### src/rtl/mdu_pkg.sv
// Shared types and constants for the HI/LO multiply/divide unit.
// Op-code values match the decoder's funct-table entries for HI/LO ops.
package mdu_pkg;

    localparam logic [2:0] OP_NONE  = 3'd0;
    localparam logic [2:0] OP_MULT  = 3'd1;
    localparam logic [2:0] OP_MULTU = 3'd2;
    localparam logic [2:0] OP_DIV   = 3'd3;
    localparam logic [2:0] OP_DIVU  = 3'd4;
    localparam logic [2:0] OP_MTHI  = 3'd5;
    localparam logic [2:0] OP_MTLO  = 3'd6;

    localparam int DIV_ITER  = 32;
    localparam int DIV_CNT_W = $clog2(DIV_ITER);

    typedef enum logic [2:0] {
        MDU_NONE  = OP_NONE,
        MDU_MULT  = OP_MULT,
        MDU_MULTU = OP_MULTU,
        MDU_DIV   = OP_DIV,
        MDU_DIVU  = OP_DIVU,
        MDU_MTHI  = OP_MTHI,
        MDU_MTLO  = OP_MTLO
    } mdu_op_t;

    typedef enum logic [1:0] {
        ST_IDLE,
        ST_MUL,
        ST_DIV,
        ST_FIX
    } mdu_state_t;

    typedef struct packed {
        logic [31:0] rem;
        logic [31:0] quo;
    } div_step_t;

    // One restoring-division step: shift the next dividend bit into the
    // partial remainder and subtract the divisor if it fits.
    function automatic div_step_t divStep(input logic [31:0] rem,
                                          input logic [31:0] quo,
                                          input logic [31:0] divisor);
        logic [32:0] shifted;
        logic [31:0] diff;
        div_step_t   res;
        shifted = {rem, quo[31]};
        diff    = shifted[31:0] - divisor;
        if (shifted >= {1'b0, divisor}) begin
            res.rem = diff;
            res.quo = {quo[30:0], 1'b1};
        end else begin
            res.rem = shifted[31:0];
            res.quo = {quo[30:0], 1'b0};
        end
        return res;
    endfunction

endpackage

### src/rtl/mdu_div_core.sv
// Unsigned restoring divider: 32 iterations, the first performed on the
// start edge itself, so done_o marks the cycle of the final iteration.
module mdu_div_core
    import mdu_pkg::*;
(
    input  logic        clk,
    input  logic        reset,
    input  logic        start_i,
    input  logic [31:0] dividend_i,
    input  logic [31:0] divisor_i,
    output logic        done_o,
    output logic [31:0] quotient_o,
    output logic [31:0] remainder_o
);

    logic [31:0]          rem_q;
    logic [31:0]          quo_q;
    logic [31:0]          divisor_q;
    logic [DIV_CNT_W-1:0] count_q;
    logic                 busy_q;
    div_step_t            startStep;
    div_step_t            runStep;

    assign startStep = divStep(32'd0, dividend_i, divisor_i);
    assign runStep   = divStep(rem_q, quo_q, divisor_q);

    always_ff @(posedge clk) begin
        if (reset) begin
            rem_q     <= '0;
            quo_q     <= '0;
            divisor_q <= '0;
            count_q   <= '0;
            busy_q    <= 1'b0;
        end else if (start_i) begin
            rem_q     <= startStep.rem;
            quo_q     <= startStep.quo;
            divisor_q <= divisor_i;
            count_q   <= DIV_CNT_W'(1);
            busy_q    <= 1'b1;
        end else if (busy_q) begin
            rem_q   <= runStep.rem;
            quo_q   <= runStep.quo;
            count_q <= count_q + DIV_CNT_W'(1);
            if (count_q == DIV_CNT_W'(DIV_ITER - 1)) begin
                busy_q <= 1'b0;
            end
        end
    end

    assign done_o      = busy_q && (count_q == DIV_CNT_W'(DIV_ITER - 1));
    assign quotient_o  = quo_q;
    assign remainder_o = rem_q;

endmodule

### src/rtl/muldiv_ctrl.sv
// HI/LO multiply/divide sequencer for the execute stage.
// Optional MDU_DIV_ZERO_FAST_EN: divide by zero skips the iteration phase.
module muldiv_ctrl
    import mdu_pkg::*;
#(
    parameter int MUL_LAT = 2
) (
    input  logic        clk,
    input  logic        reset,
    input  logic        valid_i,
    input  mdu_op_t     op_i,
    input  logic [31:0] a_i,
    input  logic [31:0] b_i,
    input  logic        rd_hilo_i,
    output logic        ready_o,
    output logic        stall_o,
    output logic [31:0] hi_o,
    output logic [31:0] lo_o
);

`ifdef MDU_DIV_ZERO_FAST_EN
    localparam bit DivZeroFast = 1'b1;
`else
    localparam bit DivZeroFast = 1'b0;
`endif

    localparam logic [1:0] MulCntLast = (MUL_LAT >= 2) ? 2'(MUL_LAT - 2) : 2'd0;

    mdu_state_t  state_q;
    logic [31:0] hi_q, lo_q;
    logic [31:0] mulA_q, mulB_q;
    logic        mulSigned_q;
    logic [1:0]  mulCount_q;
    logic        quoNeg_q, remNeg_q, divZero_q;
    logic [31:0] aRaw_q;

    logic        accept, isDivOp, divSigned, divStart;
    logic [31:0] absA, absB;
    logic [31:0] mulSrcA, mulSrcB;
    logic        mulSrcSigned;
    logic [63:0] product_d;
    logic        divDone;
    logic [31:0] quotient, remainder;

    assign ready_o = (state_q == ST_IDLE);
    assign stall_o = !ready_o && (valid_i || rd_hilo_i);
    assign accept  = valid_i && ready_o && (op_i != MDU_NONE);

    assign isDivOp   = (op_i == MDU_DIV) || (op_i == MDU_DIVU);
    assign divSigned = (op_i == MDU_DIV);
    assign absA      = (divSigned && a_i[31]) ? -a_i : a_i;
    assign absB      = (divSigned && b_i[31]) ? -b_i : b_i;
    assign divStart  = accept && isDivOp && !(DivZeroFast && (b_i == 32'd0));

    // With MUL_LAT == 1 the product is written on the accept edge, so the
    // multiplier reads the live operands while idle.
    always_comb begin
        mulSrcA      = mulA_q;
        mulSrcB      = mulB_q;
        mulSrcSigned = mulSigned_q;
        if (state_q == ST_IDLE) begin
            mulSrcA      = a_i;
            mulSrcB      = b_i;
            mulSrcSigned = (op_i == MDU_MULT);
        end
    end

    assign product_d = {{32{mulSrcSigned & mulSrcA[31]}}, mulSrcA} *
                       {{32{mulSrcSigned & mulSrcB[31]}}, mulSrcB};

    mdu_div_core u_div (
        .clk         (clk),
        .reset       (reset),
        .start_i     (divStart),
        .dividend_i  (absA),
        .divisor_i   (absB),
        .done_o      (divDone),
        .quotient_o  (quotient),
        .remainder_o (remainder)
    );

    always_ff @(posedge clk) begin
        if (reset) begin
            state_q     <= ST_IDLE;
            hi_q        <= '0;
            lo_q        <= '0;
            mulA_q      <= '0;
            mulB_q      <= '0;
            mulSigned_q <= 1'b0;
            mulCount_q  <= '0;
            quoNeg_q    <= 1'b0;
            remNeg_q    <= 1'b0;
            divZero_q   <= 1'b0;
            aRaw_q      <= '0;
        end else begin
            case (state_q)
                ST_IDLE: begin
                    if (accept) begin
                        case (op_i)
                            MDU_MTHI: hi_q <= a_i;
                            MDU_MTLO: lo_q <= a_i;
                            MDU_MULT, MDU_MULTU: begin
                                mulA_q      <= a_i;
                                mulB_q      <= b_i;
                                mulSigned_q <= (op_i == MDU_MULT);
                                mulCount_q  <= '0;
                                if (MUL_LAT == 1) begin
                                    {hi_q, lo_q} <= product_d;
                                end else begin
                                    state_q <= ST_MUL;
                                end
                            end
                            MDU_DIV, MDU_DIVU: begin
                                quoNeg_q  <= divSigned && (a_i[31] != b_i[31]);
                                remNeg_q  <= divSigned && a_i[31];
                                divZero_q <= (b_i == 32'd0);
                                aRaw_q    <= a_i;
                                state_q   <= (DivZeroFast && (b_i == 32'd0)) ? ST_FIX : ST_DIV;
                            end
                            default: ;
                        endcase
                    end
                end
                ST_MUL: begin
                    if (mulCount_q == MulCntLast) begin
                        {hi_q, lo_q} <= product_d;
                        state_q      <= ST_IDLE;
                    end else begin
                        mulCount_q <= mulCount_q + 2'd1;
                    end
                end
                ST_DIV: begin
                    if (divDone) begin
                        state_q <= ST_FIX;
                    end
                end
                ST_FIX: begin
                    // Divide by zero reports the raw dividend with no sign fix.
                    if (divZero_q) begin
                        lo_q <= 32'hFFFF_FFFF;
                        hi_q <= aRaw_q;
                    end else begin
                        lo_q <= quoNeg_q ? -quotient : quotient;
                        hi_q <= remNeg_q ? -remainder : remainder;
                    end
                    state_q <= ST_IDLE;
                end
                default: state_q <= ST_IDLE;
            endcase
        end
    end

    assign hi_o = hi_q;
    assign lo_o = lo_q;

endmodule

### config.mk
export PLATFORM = sky130hd
export DESIGN_NAME = muldiv_ctrl
export DESIGN_NICKNAME = d
export VERILOG_FILES = /design/src/rtl/mdu_pkg.sv /design/src/rtl/mdu_div_core.sv /design/src/rtl/muldiv_ctrl.sv
export SDC_FILE = /design/constraint.sdc
export NUM_CORES = 2
export LEC_CHECK = 0
export BUFFER_PORTS_ARGS = -buffer_cell sky130_fd_sc_hd__buf_2
export CORE_ASPECT_RATIO = 0.5
export CORE_UTILIZATION = 50
export DETAILED_ROUTE_END_ITERATION = 10
export GPL_TIMING_DRIVEN = 0
export MAX_ROUTING_LAYER = met4
export PLACE_DENSITY = 0.74
export SLEW_MARGIN = 20
export SYNTH_ARGS = -nofsm -noshare
export SYNTH_HDL_FRONTEND = slang
export SYNTH_SLANG_ARGS = --single-unit
export TNS_END_PERCENT = 5
### constraint.sdc
create_clock -name clk -period 14.65 [get_ports clk]
set_clock_uncertainty 0.15 [all_clocks]
set_input_delay 4.395 -clock clk [delete_from_list [all_inputs] [get_ports clk]]
set_output_delay 4.395 -clock clk [all_outputs]
set_load 0.01 [all_outputs]
### After elaboration in Yosys (flattened, before gate mapping)

Index checks and enable logic that the tools add are counted.
Widths: inputs -> output; s select.

* $lt $le $gt $ge: 2
* bitwise operators: 2
* multiplexer cells: 37
* equality and inequality tests: 19
* multipliers: 1
* add/subtract/negate cells: 8
* reduce and logical (&&, ||, !) cells: 27

Operators by type and width (number)
* $mux 32: 18
* $pmux 32 s3: 2
* $mux 64: 2
* $neg 32->32: 4
* $mul 33x33->64: 1
* $ge 33x32->1: 1
* $ge 1x32->1: 1
* $logic_not 32->1: 1
* $sub 1x32->32: 1
* $sub 32x32->32: 1
* $reduce_and 4->1: 4
* $mux 2: 6
* $eq 3x3->1 const B: 3
* $logic_and 1x1->1: 8
* $ne 2x1->1 const B: 4
* $pmux 2 s2: 2
* $pmux 2 s4: 1
* $eq 3x2->1 const B: 2
* $mux 1: 6
* $ne 2x2->1 const B: 3
* $reduce_and 3->1: 2
* $reduce_bool 3->1: 2
* $reduce_or 2->1: 3
* $add 5x1->5 const B: 1
* 12 further kinds: 17

* output and inout port bits: 66
* register bits: 270
* input bits: 71

### Longest topological paths before layout

* word-level depth: 6
* gate-level depth with buffers: 39
* gate-level depth less buffers: 35

### Cells and area by module

A second synthesis with hierarchy kept.

* cell total of the unflattened synthesis: 6530
* area total of the unflattened synthesis: 54730.0 um^2

Modules (own cells, without submodules)
* muldiv_ctrl: instances 1, cells an instance 5731, area an instance 48261.3 um^2, seq. area each 3363.2 um^2
* mdu_div_core: instances 1, cells an instance 799, area an instance 6468.7 um^2, seq. area each 2042.0 um^2

### Worst setup path after synthesis

Ideal clock, no wire load.

* path type: input to register
* start point: in op_i[0]
* end point: reg hi_q[28] (netlist: hi_o[28])
* path slack: 1.658 ns
* cell stages on the path: 34
* data required time: 14.383 ns
* arrival: 12.725 ns
* path through: clkbuf_1 nor2b_1 nand2_1 nor2_1 a21oi_1 nor2_1 clkbuf_1 nand2_1 inv_1 fa_1 fa_1 fa_1 inv_1 fa_1 inv_1 fa_1 fa_1 inv_1 fa_1 fa_1 inv_1 ha_1 clkbuf_1 a21o_1 o21ba_2 o22ai_1 a211o_1 or2_2 o211ai_1 a211oi_1 o31a_1 or3_1 a31oi_1 nor2_1

* word-level cells in the longest chain between the ends: 6
* elaborated cells on any way between the ends: 13
* classes of those cells: mul: 1; eq/ne: 4; mux: 3; bitwise: 2; reduce/logical: 3

RTL lines
* from (decl): RTL line muldiv_ctrl.sv:11 `input mdu_op_t op_i,`
* $eq 3x1->1: RTL line muldiv_ctrl.sv:64 `mulSrcSigned = (op_i == MDU_MULT);`
* $mux 1: RTL line muldiv_ctrl.sv:61 `if (state_q == ST_IDLE) begin`
* $and 1x1->1 (on tied branches): RTL line muldiv_ctrl.sv:68, muldiv_ctrl.sv:69
* $mul 33x33->64: RTL line muldiv_ctrl.sv:68 `assign product_d = {{32{mulSrcSigned & mulSrcA[31]}}, mulSrcA} *`
* $mux 32: RTL line muldiv_ctrl.sv:125 `if (mulCount_q == MulCntLast) begin`
* $pmux 32 s3: RTL line muldiv_ctrl.sv:96 `case (state_q)`
* to (signal assigned): RTL line muldiv_ctrl.sv:100 `MDU_MTHI: hi_q <= a_i;`
* to (signal assigned): RTL line muldiv_ctrl.sv:108 `{hi_q, lo_q} <= product_d;`
* to (signal assigned): RTL line muldiv_ctrl.sv:126 `{hi_q, lo_q} <= product_d;`
* to (decl): RTL line muldiv_ctrl.sv:30 `logic [31:0] hi_q, lo_q;`

Parallel ways exist; a longest one is shown, timed or not. The select of a mux whose other input is x is not followed.
A chain may end at the register's enable or synchronous reset.

### Worst setup path after layout

* start point: in a_i[30]
* end point: reg hi_q[14] (netlist: hi_o[14])

* word-level cells in the longest chain between the ends: 4

RTL lines
* from (decl): RTL line muldiv_ctrl.sv:12 `input logic [31:0] a_i,`
* $mux 32: RTL line muldiv_ctrl.sv:61
* $mul 33x33->64: RTL line muldiv_ctrl.sv:68
* $mux 32: RTL line muldiv_ctrl.sv:125
* $pmux 32 s3: RTL line muldiv_ctrl.sv:96

Every way passes these cells. The select of a mux whose other input is x is not followed.

==> summary.txt <==
Status
  • Status: finished with violations
  • Failing checks: negative setup slack

STA
  • Slew headroom: 0.112
  • Hold_ws: 305 ps
  • Fin crit period: 14,860 ps
  • Hold Violations, Final: 0
  • Worst Tran Pin Value: 1290 ps
  • Tcrit/Tclk final: 1.01
  • # setup viols final: 1
  • RSZ-0062 raised after global routing: yes
  • Max Freq: 67.3 MHz
  • Slew Limit Fails: 0
  • Worst setup margin: -210 ps

Worst setup path
  • Worst Setup Start Kind: primary input
  • Worst EP arrival: 15,120 ps
  • Crit path capture type: flip-flop
  • Critical path class: primary input to flip-flop
  • R2r setup slk: 780 ps
  • R2R Path End: hi_o[14]$_SDFFE_PP0P_
  • Worst Setup EP: hi_o[14]$_SDFFE_PP0P_
  • R2R Path Start: state_q[1]$_SDFFE_PP0P_
  • Worst setup startpoint: a_i[30]
  • Worst R2R Path Depth: 31
  • WP data required: 14,910 ps
  • Critical path fanouts, max: 10

Detailed routing
  • Post-Route WL: 231,000 um
  • Drt via density: 6.08
  • Vias: 49,653
  • Drc violations: 0
  • Remaining antenna violation count after routing: 0
  • First drt pass iteration count: 9
  • Drt wl/cell: 28.3 um
  • Initial DRC Count: 6,854

Synthesis
  • Synth Cell Area: 55,000 um2
  • Synth area leaders: fa_1, dfxtp_1, inv_1
  • Post-Synthesis Cells: 6,543
  • Synth Area per Inst: 8.40 um2
  • Post-synthesis sequential area ratio: 0.0983
  • Share of the synthesized area in the top cell type: 0.410
  • Synth area leader: fa_1
  • EDFF count, synth: 0
  • Syn_nets: 7,993
  • Main synth FF type: dfxtp_1
  • Distinct cell type count after synthesis: 86
  • Ys async rst share: 0
  • YS warnings: 0
  • Flops & latches, synth: 270

Run
  • Max_cap viols: 0

Final layout
  • Final non-filler cell total: 8,161
  • FILL cells: 10,323
  • Most common cell after layout, fill and taps aside: inv_1
  • Area growth syn-to-layout: 6.77%
  • Share of cells above drive strength 1: 0.0494
  • Final #Nets: 8,127
  • Most frequent cells in the layout: inv_1, nand2_1, fa_1

Clock tree
  • Max clock buf depth: 3
  • Num Clock Sinks: 270
  • Hold bufs inserted after CTS: 0
  • Clock slew seen by the registers of the worst setup and hold paths: 60 ps
  • Clk Latency, worst-skew pair: 580 ps
  • CTS buffer count: 34
  • CTS tree: yes
  • Clk root buf: clkbuf_16
  • # H-tree levels: 2

Global routing
  • Initial antenna violation count: 24
  • Largest net degree at the start of global routing: 25
  • Tot GR Track Use: 0.429
  • First-pass GRT wire length: 335,000 um
  • GR Util met2: 0.575
  • Met1 usage: 0.563
  • Met3 usage in global routing: 0.156
  • Number of global-route vias before repair: 48,954
  • GRT Residual Overflow: 0
  • GR peak layer: met2

Floorplanning
  • Die height: 236 um
  • Core ar.: 108,000 um2
  • Die Width: 471 um
  • Starting density of the core: 0.508
  • Die area: 111,000 um2
  • Rows: 85
  • Io pins: 137

Placement
  • Port buffer count: 89
  • Routability cong.: 1.11
  • Half-perimeter wire length after placement: 190,000 um
  • Placed cells: 8,076

Min path
  • Hold Path Class: flip-flop to flip-flop
[per-layer routing]
metal | vias up | part of all wire
met2 | 3649 | 0.40
met5 | - | 0
li1 | 20505 | -
met1 | 24740 | 0.38
met3 | 759 | 0.15
met4 | 0 | 0.066
[cells in the mapped netlist (10+ instances only)]
cell type / count
o221ai_1: 14
o21ai_1: 11
nand2b_1: 26
a21oi_1: 247
a221oi_1: 17
a211oi_1: 88
a21o_1: 42
nor3_1: 58
and3_1: 25
mux2_2: 63
o21bai_1: 12
o211a_1: 10
a21oi_2: 10
clkbuf_1: 343
o31ai_1: 38
a31oi_1: 35
nand2_1: 1175
a311oi_1: 11
o211ai_1: 30
or2_2: 12
ha_1: 253
nor2_1: 468
nor4_1: 27
or4_1: 19
o21ai_0: 176
o21a_1: 19
and2_1: 39
nor2b_1: 34
fa_1: 1126
mux2i_1: 92
xor2_1: 83
xnor2_1: 127
o22ai_1: 16
nand4_1: 17
or3_1: 22
o41ai_1: 16
nand3_1: 38
buf_1: 37
inv_1: 1256
dfxtp_1: 270
[area by class of cell]
type,count,area (um2),share of cell area
Antenna cell,26,65.1,0.00111
Buffer,384,1510,0.0258
Clock buffer,40,935,0.0159
Clock inverter,19,201,0.00343
Inverter,1258,4730,0.0805
Multi-Input combinational cell,4629,43500,0.741
Sequential cell,270,5410,0.0921
Tap cell,1435,1800,0.0306
Timing Repair Buffer,100,551,0.00938
[worst min-delay path by stage]
stage | start | endpoint | slack, ps | cells past startpoint
final | aRaw_q[26]$_SDFFE_PP0P_ | aRaw_q[26]$_SDFFE_PP0P_ | 310 | 2
after global routing | aRaw_q[30]$_SDFFE_PP0P_ | aRaw_q[30]$_SDFFE_PP0P_ | 310 | 2
after CTS | aRaw_q[30]$_SDFFE_PP0P_ | aRaw_q[30]$_SDFFE_PP0P_ | 300 | 2
after detailed placement | aRaw_q[30]$_SDFFE_PP0P_ | aRaw_q[30]$_SDFFE_PP0P_ | 290 | 2
after global placement | aRaw_q[30]$_SDFFE_PP0P_ | aRaw_q[30]$_SDFFE_PP0P_ | 290 | 2
after floorplan | aRaw_q[13]$_SDFFE_PP0P_ | aRaw_q[13]$_SDFFE_PP0P_ | 280 | 2
[state kept, by name (all words and copies together) (netlist names)]
name               cells
state_q                2
divZero_q              1
remNeg_q               1
mulSigned_q            1
mulA_q                32
quoNeg_q               1
u_div.quotient_o      32
u_div.busy_q           1
mulCount_q             2
mulB_q                32
u_div.remainder_o     32
lo_o                  32
hi_o                  32
u_div.count_q          5
aRaw_q                32
u_div.divisor_q       32
[stage by stage]
stage	TNS [ps]	cell area [um2]	worst slack (ps)	util
floorplan	0	55000	1660	-
global placement	-33450	57200	-1830	0.529
detailed placement	-33840	57400	-1900	0.530
CTS	0	58600	30.3	0.541
global route	-24.7	58700	-24.7	0.542
finish	-210	58700	-210	0.542
[kinds of logic (layout without fill, tap and decap cells)]
| family | Yosys count | after routing | share of synthesized area |
|---|---|---|---|
| xor+xnor | 210 | 210 | 0.0335 |
| flops | 270 | 270 | 0.0983 |
| compound gates | 886 | 886 | 0.105 |
| fa+ha+maj | 1379 | 1379 | 0.468 |
| other cells | 0 | 26 | 0 |
| mux | 155 | 155 | 0.0297 |
| buf+inv | 1644 | 1801 | 0.113 |
| simple gates | 1999 | 1999 | 0.153 |
[critical path, stage by stage]
cell and delay [ps]:
buf_2 340, inv_1 340, o21ai_1 820, buf_1 820, nand2_1 190, fa_1 550, fa_1 500, inv_1 50
fa_1 510, fa_1 550, inv_1 50, fa_1 480, fa_1 580, fa_1 440, fa_1 500, inv_1 180
ha_1 340, clkbuf_1 340, and3_1 380, nand2_1 90, or3_1 380, o21ai_1 580, a21oi_1 270, xnor2_1 460
o21ai_0 200, a211oi_1 640, nor3_1 110
[timing repair]
action                     4_1_cts  5_1_grt
setup endpoints to repair       26       15
buffers inserted                 2        0
gates resized for setup         14       27
Power is left out: the tool's default activity adds up to more than one toggle a clock period on the data nets, which glitch-free logic cannot reach.
